**src/rtl/reg_access_arbiter_if.sv**
```systemverilog
// Bus bundle between the three register requesters, the arbiter and the
// register bank. The arbiter uses the slave view; the environment (requesters
// plus bank) uses the master view.
interface reg_access_arbiter_if #(
  parameter int DATA_W = 32,
  parameter int ADDR_W = 5
);
  // Requester side: bit/slice i belongs to requester i (0=CPU, 1=cmd, 2=data)
  logic [2:0]          m_req;
  logic [2:0]          m_rw;
  logic [3*ADDR_W-1:0] m_addr;
  logic [3*DATA_W-1:0] m_wdata;
  logic [2:0]          m_ack;
  logic [2:0]          m_err;
  logic [DATA_W-1:0]   m_rdata;

  // Register bank side
  logic                reg_req;
  logic                reg_rw;
  logic [ADDR_W-1:0]   reg_addr;
  logic [DATA_W-1:0]   reg_wdata;
  logic [DATA_W-1:0]   reg_rdata;
  logic                reg_ack;

  modport slave (
    input  m_req, m_rw, m_addr, m_wdata, reg_rdata, reg_ack,
    output m_ack, m_err, m_rdata, reg_req, reg_rw, reg_addr, reg_wdata
  );

  modport master (
    output m_req, m_rw, m_addr, m_wdata, reg_rdata, reg_ack,
    input  m_ack, m_err, m_rdata, reg_req, reg_rw, reg_addr, reg_wdata
  );
endinterface

```
**src/rtl/reg_access_arbiter.sv**
```systemverilog
// Round-robin arbiter giving three requesters (CPU, command engine, data
// engine) serialized access to a register bank. Illegal accesses are answered
// locally with an error; a silent bank is abandoned after TIMEOUT cycles.
module reg_access_arbiter #(
  parameter int DATA_W    = 32,
  parameter int ADDR_W    = 5,
  parameter int REG_DEPTH = 29,
  parameter int TIMEOUT   = 15
) (
  input  logic                 clk,
  input  logic                 rst_n,
  reg_access_arbiter_if.slave  bus
);

  typedef enum logic [1:0] {
    IDLE  = 2'd0,
    ISSUE = 2'd1,
    DONE  = 2'd2
  } state_t;

  localparam logic [3:0] TIMEOUT_CNT = 4'(TIMEOUT);

  state_t              state_reg;
  logic [1:0]          last_grant_reg;
  logic [1:0]          gnt_reg;
  logic                rw_reg;
  logic [ADDR_W-1:0]   addr_reg;
  logic [DATA_W-1:0]   wdata_reg;
  logic                reg_req_reg;
  logic [2:0]          m_ack_reg;
  logic [2:0]          m_err_reg;
  logic [DATA_W-1:0]   m_rdata_reg;
  logic [3:0]          wait_cnt_reg;
  logic [3:0]          wait_cnt_next;

  // Requester operands unpacked into arrays; entry 3 is a never-selected pad
  // so a 2-bit index always lands inside the array.
  logic [3:0]          req_vec;
  logic [3:0]          rw_vec;
  logic [ADDR_W-1:0]   addr_arr  [4];
  logic [DATA_W-1:0]   wdata_arr [4];

  assign req_vec = {1'b0, bus.m_req};
  assign rw_vec  = {1'b0, bus.m_rw};

  for (genvar gi = 0; gi < 3; gi++) begin : g_unpack
    assign addr_arr[gi]  = bus.m_addr[gi*ADDR_W +: ADDR_W];
    assign wdata_arr[gi] = bus.m_wdata[gi*DATA_W +: DATA_W];
  end
  assign addr_arr[3]  = '0;
  assign wdata_arr[3] = '0;

  function automatic logic [1:0] rr_next(input logic [1:0] idx);
    return (idx == 2'd2) ? 2'd0 : idx + 2'd1;
  endfunction

  function automatic logic [2:0] onehot3(input logic [1:0] idx);
    return 3'b001 << idx;
  endfunction

  // Round-robin search starting at the requester after the last one served
  logic       gnt_found;
  logic [1:0] gnt_idx;
  logic [1:0] cand;

  always_comb begin
    gnt_found = 1'b0;
    gnt_idx   = 2'd0;
    cand      = rr_next(last_grant_reg);
    for (int k = 0; k < 3; k++) begin
      if (!gnt_found && req_vec[cand]) begin
        gnt_found = 1'b1;
        gnt_idx   = cand;
      end
      cand = rr_next(cand);
    end
  end

  // Legality of the candidate grant: out-of-range address, or a CPU write to
  // a register that is read-only from the CPU's point of view
  logic              sel_rw;
  logic [ADDR_W-1:0] sel_addr;
  logic [DATA_W-1:0] sel_wdata;
  logic              sel_illegal;

  always_comb begin
    sel_rw      = rw_vec[gnt_idx];
    sel_addr    = addr_arr[gnt_idx];
    sel_wdata   = wdata_arr[gnt_idx];
    sel_illegal = (int'(sel_addr) >= REG_DEPTH) ||
                  ((gnt_idx == 2'd0) && !sel_rw &&
                   (int'(sel_addr) inside {4, 5, 6, 7, 9, 16, 17, 18, 19}));
  end

  assign wait_cnt_next = wait_cnt_reg + 4'd1;

  // Transaction FSM: grant in IDLE, hold the bank request in ISSUE, wait for
  // the bank to release its acknowledge in DONE
  always_ff @(posedge clk or negedge rst_n) begin
    if (!rst_n) begin
      state_reg      <= IDLE;
      last_grant_reg <= 2'd2;
      gnt_reg        <= 2'd0;
      rw_reg         <= 1'b0;
      addr_reg       <= '0;
      wdata_reg      <= '0;
      reg_req_reg    <= 1'b0;
      m_ack_reg      <= '0;
      m_err_reg      <= '0;
      m_rdata_reg    <= '0;
      wait_cnt_reg   <= '0;
    end else begin
      m_ack_reg <= '0;
      m_err_reg <= '0;
      case (state_reg)
        IDLE: begin
          if (gnt_found) begin
            gnt_reg      <= gnt_idx;
            rw_reg       <= sel_rw;
            addr_reg     <= sel_addr;
            wdata_reg    <= sel_wdata;
            wait_cnt_reg <= '0;
            if (sel_illegal) begin
              m_ack_reg      <= onehot3(gnt_idx);
              m_err_reg      <= onehot3(gnt_idx);
              last_grant_reg <= gnt_idx;
              state_reg      <= DONE;
            end else begin
              reg_req_reg <= 1'b1;
              state_reg   <= ISSUE;
            end
          end
        end
        ISSUE: begin
          wait_cnt_reg <= wait_cnt_next;
          if (bus.reg_ack) begin
            reg_req_reg    <= 1'b0;
            if (rw_reg) begin
              m_rdata_reg <= bus.reg_rdata;
            end
            m_ack_reg      <= onehot3(gnt_reg);
            last_grant_reg <= gnt_reg;
            state_reg      <= DONE;
          end else if (wait_cnt_next == TIMEOUT_CNT) begin
            reg_req_reg    <= 1'b0;
            m_ack_reg      <= onehot3(gnt_reg);
            m_err_reg      <= onehot3(gnt_reg);
            last_grant_reg <= gnt_reg;
            state_reg      <= DONE;
          end
        end
        DONE: begin
          if (!bus.reg_ack) begin
            state_reg <= IDLE;
          end
        end
        default: state_reg <= IDLE;
      endcase
    end
  end

  assign bus.reg_req   = reg_req_reg;
  assign bus.reg_rw    = rw_reg;
  assign bus.reg_addr  = addr_reg;
  assign bus.reg_wdata = wdata_reg;
  assign bus.m_ack     = m_ack_reg;
  assign bus.m_err     = m_err_reg;
  assign bus.m_rdata   = m_rdata_reg;

endmodule

```
**src/flat_wrapper.sv**
```systemverilog
// flat-port wrapper written by rule: the top's interface ports become plain ports
module reg_access_arbiter_flat 
#(
  parameter int DATA_W    = 32,
  parameter int ADDR_W    = 5,
  parameter int REG_DEPTH = 29,
  parameter int TIMEOUT   = 15
)
  (clk, rst_n, bus_m_req, bus_m_rw, bus_m_addr, bus_m_wdata, bus_reg_rdata, bus_reg_ack, bus_m_ack, bus_m_err, bus_m_rdata, bus_reg_req, bus_reg_rw, bus_reg_addr, bus_reg_wdata);
  reg_access_arbiter_if #(.DATA_W(DATA_W), .ADDR_W(ADDR_W)) bus_i ();
  input  logic clk;
  input  logic rst_n;
  input wire logic [$bits(bus_i.m_req)-1:0] bus_m_req;
  input wire logic [$bits(bus_i.m_rw)-1:0] bus_m_rw;
  input wire logic [$bits(bus_i.m_addr)-1:0] bus_m_addr;
  input wire logic [$bits(bus_i.m_wdata)-1:0] bus_m_wdata;
  input wire logic [$bits(bus_i.reg_rdata)-1:0] bus_reg_rdata;
  input wire logic [$bits(bus_i.reg_ack)-1:0] bus_reg_ack;
  output wire logic [$bits(bus_i.m_ack)-1:0] bus_m_ack;
  output wire logic [$bits(bus_i.m_err)-1:0] bus_m_err;
  output wire logic [$bits(bus_i.m_rdata)-1:0] bus_m_rdata;
  output wire logic [$bits(bus_i.reg_req)-1:0] bus_reg_req;
  output wire logic [$bits(bus_i.reg_rw)-1:0] bus_reg_rw;
  output wire logic [$bits(bus_i.reg_addr)-1:0] bus_reg_addr;
  output wire logic [$bits(bus_i.reg_wdata)-1:0] bus_reg_wdata;
  assign bus_i.m_req = bus_m_req;
  assign bus_i.m_rw = bus_m_rw;
  assign bus_i.m_addr = bus_m_addr;
  assign bus_i.m_wdata = bus_m_wdata;
  assign bus_i.reg_rdata = bus_reg_rdata;
  assign bus_i.reg_ack = bus_reg_ack;
  assign bus_m_ack = bus_i.m_ack;
  assign bus_m_err = bus_i.m_err;
  assign bus_m_rdata = bus_i.m_rdata;
  assign bus_reg_req = bus_i.reg_req;
  assign bus_reg_rw = bus_i.reg_rw;
  assign bus_reg_addr = bus_i.reg_addr;
  assign bus_reg_wdata = bus_i.reg_wdata;
  reg_access_arbiter #(.DATA_W(DATA_W), .ADDR_W(ADDR_W), .REG_DEPTH(REG_DEPTH), .TIMEOUT(TIMEOUT)) u_core (.clk(clk), .rst_n(rst_n), .bus(bus_i));
endmodule
```
**config.mk**
```make
export PLATFORM = sky130hd
export DESIGN_NAME = reg_access_arbiter_flat
export DESIGN_NICKNAME = d
export VERILOG_FILES = /design/src/rtl/reg_access_arbiter_if.sv /design/src/rtl/reg_access_arbiter.sv /design/src/flat_wrapper.sv
export SDC_FILE = /design/constraint.sdc
export NUM_CORES = 1
export LEC_CHECK = 0
export BUFFER_PORTS_ARGS = -buffer_cell sky130_fd_sc_hd__buf_2
export CAP_MARGIN = 15
export CORE_MARGIN = 1
export CORE_UTILIZATION = 40
export DETAILED_ROUTE_END_ITERATION = 7
export GPL_TIMING_DRIVEN = 1
export PLACE_DENSITY = 0.72
export SLEW_MARGIN = 20
export SYNTH_ARGS = -nofsm -noshare
export SYNTH_HDL_FRONTEND = slang
export SYNTH_SLANG_ARGS = --single-unit
```
**constraint.sdc**
```tcl
create_clock -name clk -period 5.4 [get_ports clk]
set_input_delay 1.08 -clock clk [delete_from_list [all_inputs] [get_ports clk]]
set_output_delay 1.08 -clock clk [all_outputs]
set_load 0.02 [all_outputs]
```
==> results by group, run 1 <==
CTS
  • Clock buffer depth: 2
  • Post-cts resize count: 0
  • CTS tree: built
  • Num CTS Buffers: 9
  • Num Clock Sinks: 87
  • Worst-skew pair later-pin latency: 0.35 ns
  • Clk pin slew, worst setup/hold paths: 0.08 ns
  • Post-CTS Setup Inserts: 0
  • # hold bufs at CTS: 0
  • Clock Root Buffer: clkbuf_8
  • H-tree depth: 3

Job
  • Total of max-cap violations: 0

Worst hold path
  • Hold depth: 2
  • Worst hold start: u_core.bus.reg_wdata[29]$_DFFE_PN0P_
  • HP Class: flip-flop to flip-flop
  • Hold EP: u_core.bus.reg_wdata[29]$_DFFE_PN0P_

Critical path
  • Slowest Stage Delay on Critical Path: 0.54 ns
  • Reg-to-Reg End: u_core.bus.m_ack[0]$_DFF_PN0_
  • Crit start category: input port
  • Reg2Reg Setup Slack: 2.64 ns
  • CP Data Required Time: 5.64 ns
  • Crit-path max FO: 40
  • Kind of critical path: input port to flip-flop
  • Worst Reg-to-Reg Cells: 7
  • CP max stage cell: o21a_4
  • Critical path arrival: 3.58 ns
  • Reg-to-reg startpoint: u_core.last_grant_reg[1]$_DFFE_PN1P_
  • Crit path cell chain: buf_2 -> nor2b_1 -> o21a_4 -> mux2_4 -> mux2i_4 -> nand3b_2 -> o311ai_2 -> a41o_1
  • Crit. End Element: flip-flop

Floorplanning
  • Initial Utilization: 0.4102
  • I/O pin count: 229
  • Die height: 107.2 um
  • Core Area: 10790 um2
  • Die Width: 107.2 um
  • Row count: 38
  • Die Area: 11490 um2

Power and ir drop
  • Power Total: 3.187 mW
  • P_leak: 2.981 nW
  • VDD IR-drop max: 280.6 uV
  • Pwr Density: 543.0 nW/um2

Synthesis
  • Cell taking the most area after synthesis: dfrtp_1
  • Synth unique cells: 51
  • Sequential fraction of the synthesis area: 0.4921
  • EDFF count, synth: 0
  • Syn Std Cell Area: 4427 um2
  • Synth top area share: 0.4862
  • Synthesized area per cell: 9.109 um2
  • Syn_nets: 640
  • Yosys warning total: 0
  • Ys async rst share: 1.000
  • Ys flop type: dfrtp_1
  • Synthesis-stage register bit count: 87
  • Synth top area cells: dfrtp_1 49%, nand2_1 10%, mux2_2 8.6%
  • Cells after Synth: 486

Status
  • Status: complete, no violations

Layout
  • Finished Layout Cells: 842
  • Layout cells sized above 1: 0.4188
  • Final instance area: 5868 um2
  • Fin nets: 851
  • Layout area overhead: 32.56%
  • Ant diodes: 0

Global routing
  • GRT Residual Overflow: 0
  • Largest net degree at the start of global routing: 57
  • First-pass GRT wire length: 18980 um
  • Total track usage: 0.2131
  • Antenna violations before repair: 0
  • Vias in the first global route: 3948

Timing
  • Pins Over Slew Limit: 0
  • Count of final setup violators: 0
  • Final Critical Period: 3.347 ns
  • Skew final: 0.01274 ns
  • Final worst path period share: 0.6199
  • Max Fclk: 298.8 MHz
  • Measured slew at the worst slew-check pin: 0.9157 ns
  • Setup TNS: 0 ns
  • RSZ-0062 raised after global routing: false
  • Slew margin rel.: 0.3895
  • Hold Violations, Final: 0

Placed design
  • Cells after DPL: 826
  • Placed cell areas: 5663 um2
  • PortBufs: 228
  • Gpl congestion: 0.8897
  • Dpl hpwl: 9146 um

Drt
  • Routed len/inst: 14.36 um
  • Vias/cell: 5.128
  • DR pass1 iterations: 4
  • DR vias: 4318
  • Wirelength, routed: 12090 um
  • Routed Antenna Nets: 0
  • Initial drt markers: 235
  • DR DRC count: 0
-- cell type report --
| cell class | count | area, um2 |
|---|---|---|
| clock buffer | 10 | 137.6 |
| inverter | 9 | 33.78 |
| multi-input combinational | 357 | 2095 |
| tap | 140 | 175.2 |
| clock inverter | 6 | 67.56 |
| sequential | 87 | 2178 |
| timing repair buffer | 233 | 1181 |
| fill | 990 | 4925 |
-- cells by family after synthesis --
kind of cell	synth area share
simple gates	0.1603
compound gates	0.2061
flops	0.4921
buf+inv	0.03646
mux	0.09751
fa+ha+maj	0.005652
xor+xnor	0.001979
-- per-layer routing --
metal,wire [um],track usage,share of wire
met1,5183,0.2687,0.43
met2,5645,0.3507,0.47
met3,988,0.04377,0.082
met4,275,0.09785,0.023
met5,0,0,0
-- synthesized netlist by cell type (2+ instances only) --
| master | number |
|---|---|
| dfrtp_1 | 86 |
| a21oi_1 | 69 |
| and2_1 | 5 |
| nor2b_1 | 2 |
| o21bai_1 | 3 |
| o311ai_1 | 2 |
| o211ai_1 | 4 |
| o21ai_0 | 49 |
| buf_1 | 7 |
| nand2_1 | 121 |
| a41o_1 | 2 |
| nand4b_1 | 3 |
| nor3_1 | 8 |
| nand2b_1 | 9 |
| o22ai_1 | 2 |
| o2111a_1 | 2 |
| clkbuf_1 | 23 |
| inv_1 | 9 |
| buf_2 | 3 |
| mux2_2 | 34 |
| a32oi_1 | 2 |
| nor2_1 | 5 |
| ha_1 | 2 |
| a32o_1 | 2 |
| nand3_1 | 3 |
| a222oi_1 | 4 |
-- worst max path at each step --
| stage | startpoint | endpoint | slack [ns] | cells after the start |
|---|---|---|---|---|
| global placement | bus_m_req[2] | u_core.state_reg[1]$_DFFE_PN0P_ | 1.83 | 8 |
| floorplan | bus_m_req[1] | u_core.state_reg[1]$_DFFE_PN0P_ | 2.53 | 8 |
| detailed placement | bus_m_req[2] | u_core.bus.m_ack[0]$_DFF_PN0_ | 1.70 | 8 |
| CTS | bus_m_req[2] | u_core.bus.m_ack[0]$_DFF_PN0_ | 2.09 | 8 |
| global route | bus_m_req[2] | u_core.bus.m_ack[0]$_DFF_PN0_ | 1.85 | 8 |
| finish | bus_m_req[2] | u_core.bus.m_ack[0]$_DFF_PN0_ | 2.05 | 8 |
-- critical path, delay by kind of cell --
kind / cells / cell delay, ns
AND/OR/NAND/NOR: 2 / 0.71
multiplexers: 2 / 0.62
buffers and inverters: 1 / 0.21
AO/OA/AOI/OAI: 3 / 0.97
-- placed cells by master, fill, tap and decap left out, drive strengths merged, types with 4 or more instances in the layout --
| master | instances |
|---|---|
| nor2 | 5 |
| clkbuf | 10 |
| nand2b | 9 |
| a222oi | 4 |
| a21oi | 69 |
| dfrtp | 86 |
| o21ai | 50 |
| and2 | 5 |
| inv | 11 |
| nor3 | 8 |
| mux2 | 36 |
| buf | 233 |
| o211ai | 4 |
| nand2 | 121 |
-- where the power goes --
| group | leakage, nW | internal (mW) | total (mW) | switching (mW) |
|---|---|---|---|---|
| Combinational | 1.80 | 0.589 | 1.59 | 1.00 |
| Sequential | 1.08 | 0.948 | 1.13 | 0.184 |
| Clock | 0.0993 | 0.229 | 0.464 | 0.235 |
| Total | 2.98 | 1.77 | 3.19 | 1.42 |
-- stage by stage --
stage / setup WS [ns] / hold slack [ns] / utilization
global route: 1.852 / 0.5156 / 0.5437
global placement: 1.833 / 0.4604 / 0.5247
finish: 2.053 / 0.4787 / 0.5437
CTS: 2.094 / 0.4861 / 0.5437
floorplan: 2.533 / 0.5079 / -
detailed placement: 1.699 / 0.4661 / 0.5247
Note: power is estimated with default switching activity, not from simulation.
==> inputs of run 2 (changes only) <==
Settings changed: ABC_AREA set to 1, PLACE_DENSITY 0.72 to 0.75.
Clock period 5.4 ns to 2.95 ns, I/O delays scaled along.
==> run 2 against run 1 <==
Global-route usage grew 0.63 points. Largest power group unchanged. Worst hold slack lost 0.28 ns. Die area shrank 2.4%.
==> results by group, run 2 <==
Synthesis
  • Synth top area share: 0.4983
  • Ys async rst share: 1.000
  • Cells after Synth: 481
  • Yosys warning total: 0
  • Syn Std Cell Area: 4319 um2
  • EDFF count, synth: 0
  • Ys flop type: dfrtp_1
  • Synthesis-stage register bit count: 87
  • Synth top area cells: dfrtp_1 50%, nand2_1 11%, mux2_2 8.3%
  • Cell taking the most area after synthesis: dfrtp_1
  • Syn_nets: 635
  • Synth unique cells: 36
  • Sequential fraction of the synthesis area: 0.5043
  • Synthesized area per cell: 8.980 um2
  • Most common cell in the netlist: nand2_1
  • Commonest cells post-synth: 123 x nand2_1, 86 x dfrtp_1, 49 x nor2_1

CTS
  • Post-CTS Setup Inserts: 0
  • # hold bufs at CTS: 0
  • Clk pin slew, worst setup/hold paths: 0.09 ns
  • CTS tree: built
  • Post-cts resize count: 0
  • Num Clock Sinks: 87
  • Num CTS Buffers: 9
  • Worst-skew pair later-pin latency: 0.36 ns
  • Clock buffer depth: 2
  • H-tree depth: 3
  • Clock Root Buffer: clkbuf_8

Drt
  • Routed Antenna Nets: 0
  • Initial drt markers: 202
  • Wirelength, routed: 11940 um
  • DR DRC count: 0
  • DR vias: 4201
  • Vias/cell: 4.960
  • DR pass1 iterations: 4
  • Routed len/inst: 14.09 um

Layout
  • Fillers: 962
  • Most frequent cells in the layout: 227 x buf_2, 123 x nand2_1, 86 x dfrtp_1, 47 x nor2_1, 34 x o21ai_0
  • Fin nets: 860
  • Layout area overhead: 35.31%
  • Ant diodes: 0
  • Final instance area: 5844 um2
  • Storage cell area: 2178 um2
  • Area occupied by multi-input gates: 1928 um2
  • Commonest non-fill, non-tap cell in the layout: buf_2
  • Layout cells sized above 1: 0.4473

Floorplanning
  • Die Area: 11220 um2
  • Die Width: 105.9 um
  • Row count: 37
  • Die height: 105.9 um
  • Initial Utilization: 0.4147
  • I/O pin count: 229
  • Core Area: 10420 um2

Timing
  • Pins Over Slew Limit: 0
  • Setup TNS: 0 ns
  • Measured slew at the worst slew-check pin: 0.5322 ns
  • Hold Violations, Final: 0
  • Final worst path period share: 0.8747
  • Final Critical Period: 2.580 ns
  • Slew margin rel.: 0.6439
  • RSZ-0062 raised after global routing: false
  • Max Fclk: 387.5 MHz
  • Skew final: 0.008290 ns
  • Count of final setup violators: 0

Critical path
  • CP Data Required Time: 3.21 ns
  • Reg-to-reg startpoint: u_core.last_grant_reg[1]$_DFFE_PN1P_
  • Crit. Startpoint: u_core.last_grant_reg[1]$_DFFE_PN1P_
  • Crit-path max FO: 12
  • Worst Reg-to-Reg Cells: 19
  • Crit. End Element: flip-flop
  • Reg-to-Reg End: u_core.last_grant_reg[0]$_DFFE_PN0P_
  • Critical path arrival: 2.84 ns
  • Reg2Reg Setup Slack: 0.37 ns
  • Kind of critical path: flip-flop to flip-flop
  • Crit start category: flip-flop

Status
  • Status: complete, no violations

Worst hold path
  • HP Class: input port to asynchronous set/reset pin

Global routing
  • Vias in the first global route: 4113
  • Largest net degree at the start of global routing: 49
  • Antenna violations before repair: 0
  • GRT Residual Overflow: 0
  • First-pass GRT wire length: 19420 um
  • Total track usage: 0.2195

Placed design
  • Placed cell areas: 5612 um2
  • Dpl hpwl: 9331 um
  • PortBufs: 228
  • Gpl congestion: 0.8609

Power and ir drop
  • VDD IR-drop max: 496.6 uV
  • Power Total: 7.192 mW
  • Pwr Density: 1231 nW/um2
  • P_leak: 3.050 nW

Job
  • Total of max-cap violations: 0
## run 2: cell types whose count changed after synthesis, moves of 14 or more
cell | previous run | this run
a21oi_1 | 69 | 3
nand3_1 | 3 | 17
inv_1 | 9 | 24
o21ai_0 | 49 | 34
nor2_1 | 5 | 49
o211ai_1 | 4 | 32
## run 2: power by group
part	internal, mW	leakage, nW	total [mW]	switching [mW]
logic	1.43	1.86	4.11	2.68
registers	1.79	1.07	2.12	0.329
clock network	0.498	0.119	0.965	0.467
total	3.72	3.05	7.19	3.47
## run 2: worst max-delay path by stage
stage                                            to  slack, ns  cells after the start
2_1_floorplan       u_core.state_reg[1]$_DFFE_PN0P_       0.75                     18
3_3_place_gp   u_core.last_grant_reg[0]$_DFFE_PN0P_       0.54                     17
3_5_place_dp   u_core.last_grant_reg[0]$_DFFE_PN0P_       0.43                     19
4_1_cts        u_core.last_grant_reg[0]$_DFFE_PN0P_       0.40                     19
5_1_grt               u_core.bus.m_ack[2]$_DFF_PN0_       0.18                     18
6_report       u_core.last_grant_reg[0]$_DFFE_PN0P_       0.37                     19
## run 2: final cells by class
cell class              count  share of cell area
flip-flops and latches     87              0.3727
inverters                  29             0.01905
clock buffers               9             0.02119
multi-input cells         342              0.3299
repair buffers            237              0.2094
clock inverters             7             0.01863
well taps                 136             0.02912
## run 2: routing by layer
| metal | global-route usage | up-vias | share of wire |
|---|---|---|---|
| li1 | - | 2057 | - |
| met5 | 0 | - | 0 |
| met4 | 0.09325 | 0 | 0.021 |
| met3 | 0.02820 | 19 | 0.049 |
| met2 | 0.3992 | 173 | 0.53 |
| met1 | 0.2595 | 1952 | 0.40 |
## run 2: critical path, stage by stage, from the launching register on
cell and delay (ns):
dfstp_2 0.67, inv_2 0.09, nand3_1 0.10, nand2_1 0.07, nor2_2 0.14, nand3_2 0.11, nand2_4 0.11, nand2_4 0.10
inv_2 0.13, nand2_1 0.07, nand2_1 0.06, nand2_1 0.10, nor2_1 0.16, nor2_1 0.06, nor2_1 0.11, nand3_2 0.12
nand3_2 0.12, nand2_2 0.07, nand2_1 0.05, nand2_1 0.04
## run 2: logic make-up (layout without fill, tap and decap cells)
| logic type | Yosys count | in the layout | synth area share |
|---|---|---|---|
| and+or+nand+nor | 218 | 218 | 0.2268 |
| AOI/OAI and AO/OA | 89 | 89 | 0.1272 |
| DFF | 87 | 87 | 0.5043 |
| buffers and inverters | 52 | 282 | 0.05041 |
| muxes | 32 | 32 | 0.08343 |
| adders and majority gates | 2 | 2 | 0.005793 |
| xor gates and xnor gates | 1 | 1 | 0.002028 |
## run 2: stage by stage
| step | setup slack [ns] | utilization | hold WS (ns) | instances |
|---|---|---|---|---|
| floorplan | 0.7483 | - | 0.2944 | 481 |
| global placement | 0.5449 | 0.5387 | 0.4666 | 831 |
| detailed placement | 0.4346 | 0.5387 | 0.4793 | 831 |
| CTS | 0.3997 | 0.5611 | 0.2041 | 847 |
| global route | 0.1816 | 0.5611 | 0.2294 | 847 |
| finish | 0.3696 | 0.5611 | 0.1975 | 847 |
==> inputs of run 3 (changes only) <==
Settings changed: REMOVE_ABC_BUFFERS set to 1.
==> run 3 against run 2 <==
Clock power decreased by 22%. Sequential share of layout area increased by 0.35 points. Utilization decreased by 0.52 points. Sequential power about the same. First-iteration DRC count increased by 12%. Fmax decreased by 1.4%. Worst hold slack improved by 0.020 ns. Non-clock buffer count unchanged. Clock skew increased by 0.0029 ns. Highest routed layer unchanged.
==> results by group, run 3 (synthesized netlist as in run 2, its figures left out) <==
Power and ir drop
  • P_leak: 3.017 nW
  • Power Total: 6.992 mW
  • VDD IR-drop max: 451.9 uV
  • Pwr Density: 1208 nW/um2

Timing
  • Count of final setup violators: 0
  • RSZ-0062 raised after global routing: false
  • WHS: 0.2171 ns
  • Pins Over Slew Limit: 0
  • Hold Violations, Final: 0
  • Setup TNS: 0 ns
  • Measured slew at the worst slew-check pin: 0.5472 ns
  • PnR worst setup slack: 0.3323 ns
  • Skew final: 0.01121 ns
  • Slew margin rel.: 0.6352
  • Final Critical Period: 2.618 ns
  • Max Fclk: 382.0 MHz
  • Final worst path period share: 0.8873

Floorplanning
  • Core Area: 10420 um2
  • Die height: 105.9 um
  • Die Width: 105.9 um
  • I/O pin count: 229
  • Die Area: 11220 um2
  • Row count: 37
  • Initial Utilization: 0.4147

Critical path
  • Crit path cell chain: inv_2 -> nand3_1 -> nand2_1 -> nor2_2 -> nand2_1 -> nand2_1 -> nand2_4 -> nand2_4 -> nand2_1 -> nand3_1 -> nand2_1 -> nor2_1 -> nor2_1 -> nor2_1 -> nand3_2 -> nand2_2 -> nand2_1 -> o41ai_1
  • CP dominant cell by count: nand2_1
  • Top delay family on crit path: simple AND/OR/NAND/NOR gates
  • Crit-path max FO: 15
  • Worst Path Buf+Inv: 1
  • Reg2Reg Setup Slack: 0.33 ns
  • CP Data Required Time: 3.17 ns
  • Slowest Stage Delay on Critical Path: 0.66 ns
  • CP max stage cell: dfstp_2
  • Kind of critical path: flip-flop to flip-flop
  • Crit. End Element: flip-flop
  • Critical path arrival: 2.84 ns
  • Crit start category: flip-flop

Layout
  • Most frequent cells in the layout: 227 x buf_2, 123 x nand2_1, 86 x dfrtp_1, 47 x nor2_1, 34 x o21ai_0
  • Fillers: 939
  • Commonest non-fill, non-tap cell in the layout: buf_2
  • Storage cell area: 2178 um2
  • Layout cells sized above 1: 0.4473
  • Area occupied by multi-input gates: 1928 um2
  • Ant diodes: 0
  • Fin nets: 860
  • Finished Layout Cells: 847
  • Layout area overhead: 34.07%

Global routing
  • Vias in the first global route: 4266
  • Antenna violations before repair: 0
  • First-pass GRT wire length: 18940 um
  • Total track usage: 0.2123
  • GRT Residual Overflow: 0
  • Largest net degree at the start of global routing: 43

Placed design
  • Dpl hpwl: 9375 um
  • Gpl congestion: 0.8991
  • PortBufs: 228
  • Setup WS pre-CTS: 0.3826 ns
  • Cells after DPL: 831

CTS
  • Clk pin slew, worst setup/hold paths: 0.09 ns
  • Num Clock Sinks: 87
  • H-tree depth: 3
  • Worst-skew pair later-pin latency: 0.35 ns
  • Post-CTS Setup Inserts: 0
  • Post-cts resize count: 0
  • Num CTS Buffers: 9
  • Clock Root Buffer: clkbuf_8
  • CTS tree: built
  • Clock buffer depth: 2
  • # hold bufs at CTS: 0

Drt
  • DR DRC count: 0
  • Initial drt markers: 226
  • DR vias: 4234
  • Vias/cell: 4.999
  • Routed Antenna Nets: 0
  • Routed len/inst: 13.98 um
  • DR pass1 iterations: 4
  • Wirelength, routed: 11840 um

Worst hold path
  • HP Class: input port to asynchronous set/reset pin

Status
  • Status: complete, no violations

Job
  • Total of max-cap violations: 0
run 3: area by class of cell:
type | count | area share
multi-input cells | 342 | 0.3330
flip-flops and latches | 87 | 0.3762
inverters | 29 | 0.01923
repair buffers | 237 | 0.2113
clock buffers | 9 | 0.02139
clock inverters | 7 | 0.009507
well taps | 136 | 0.02939
run 3: worst paths after layout:
kind,from,end,cells past startpoint
min in group clk,bus_reg_rdata[4],u_core.bus.m_rdata[4]$_DFFE_PN0P_,2
max in group asynchronous,rst_n,u_core.bus.m_rdata[28]$_DFFE_PN0P_,2
min reg2reg,u_core.bus.reg_addr[0]$_DFFE_PN0P_,u_core.bus.reg_addr[0]$_DFFE_PN0P_,2
min,rst_n,u_core.bus.m_rdata[30]$_DFFE_PN0P_,1
max reg2reg,u_core.last_grant_reg[1]$_DFFE_PN1P_,u_core.bus.m_ack[2]$_DFF_PN0_,18
max,u_core.last_grant_reg[1]$_DFFE_PN1P_,u_core.bus.m_ack[2]$_DFF_PN0_,18
run 3: metal layers:
| metal | track usage | vias up | wire (um) |
|---|---|---|---|
| met5 | 0 | - | 0 |
| met4 | 0.1101 | 0 | 415 |
| met3 | 0.03188 | 39 | 695 |
| met2 | 0.3796 | 198 | 5962 |
| met1 | 0.2457 | 1931 | 4768 |
| li1 | - | 2066 | - |
run 3: stage by stage:
| step | cell area [um2] | utilization |
|---|---|---|
| 2_1_floorplan | 4213 | - |
| 3_3_place_gp | 5612 | 0.5387 |
| 3_5_place_dp | 5612 | 0.5387 |
| 4_1_cts | 5791 | 0.5559 |
| 5_1_grt | 5791 | 0.5559 |
| 6_report | 5791 | 0.5559 |
run 3: power breakdown:
group | total (mW) | switching (mW) | internal [mW]
registers | 2.12 | 0.330 | 1.79
logic | 4.12 | 2.67 | 1.44
clock network | 0.753 | 0.440 | 0.313
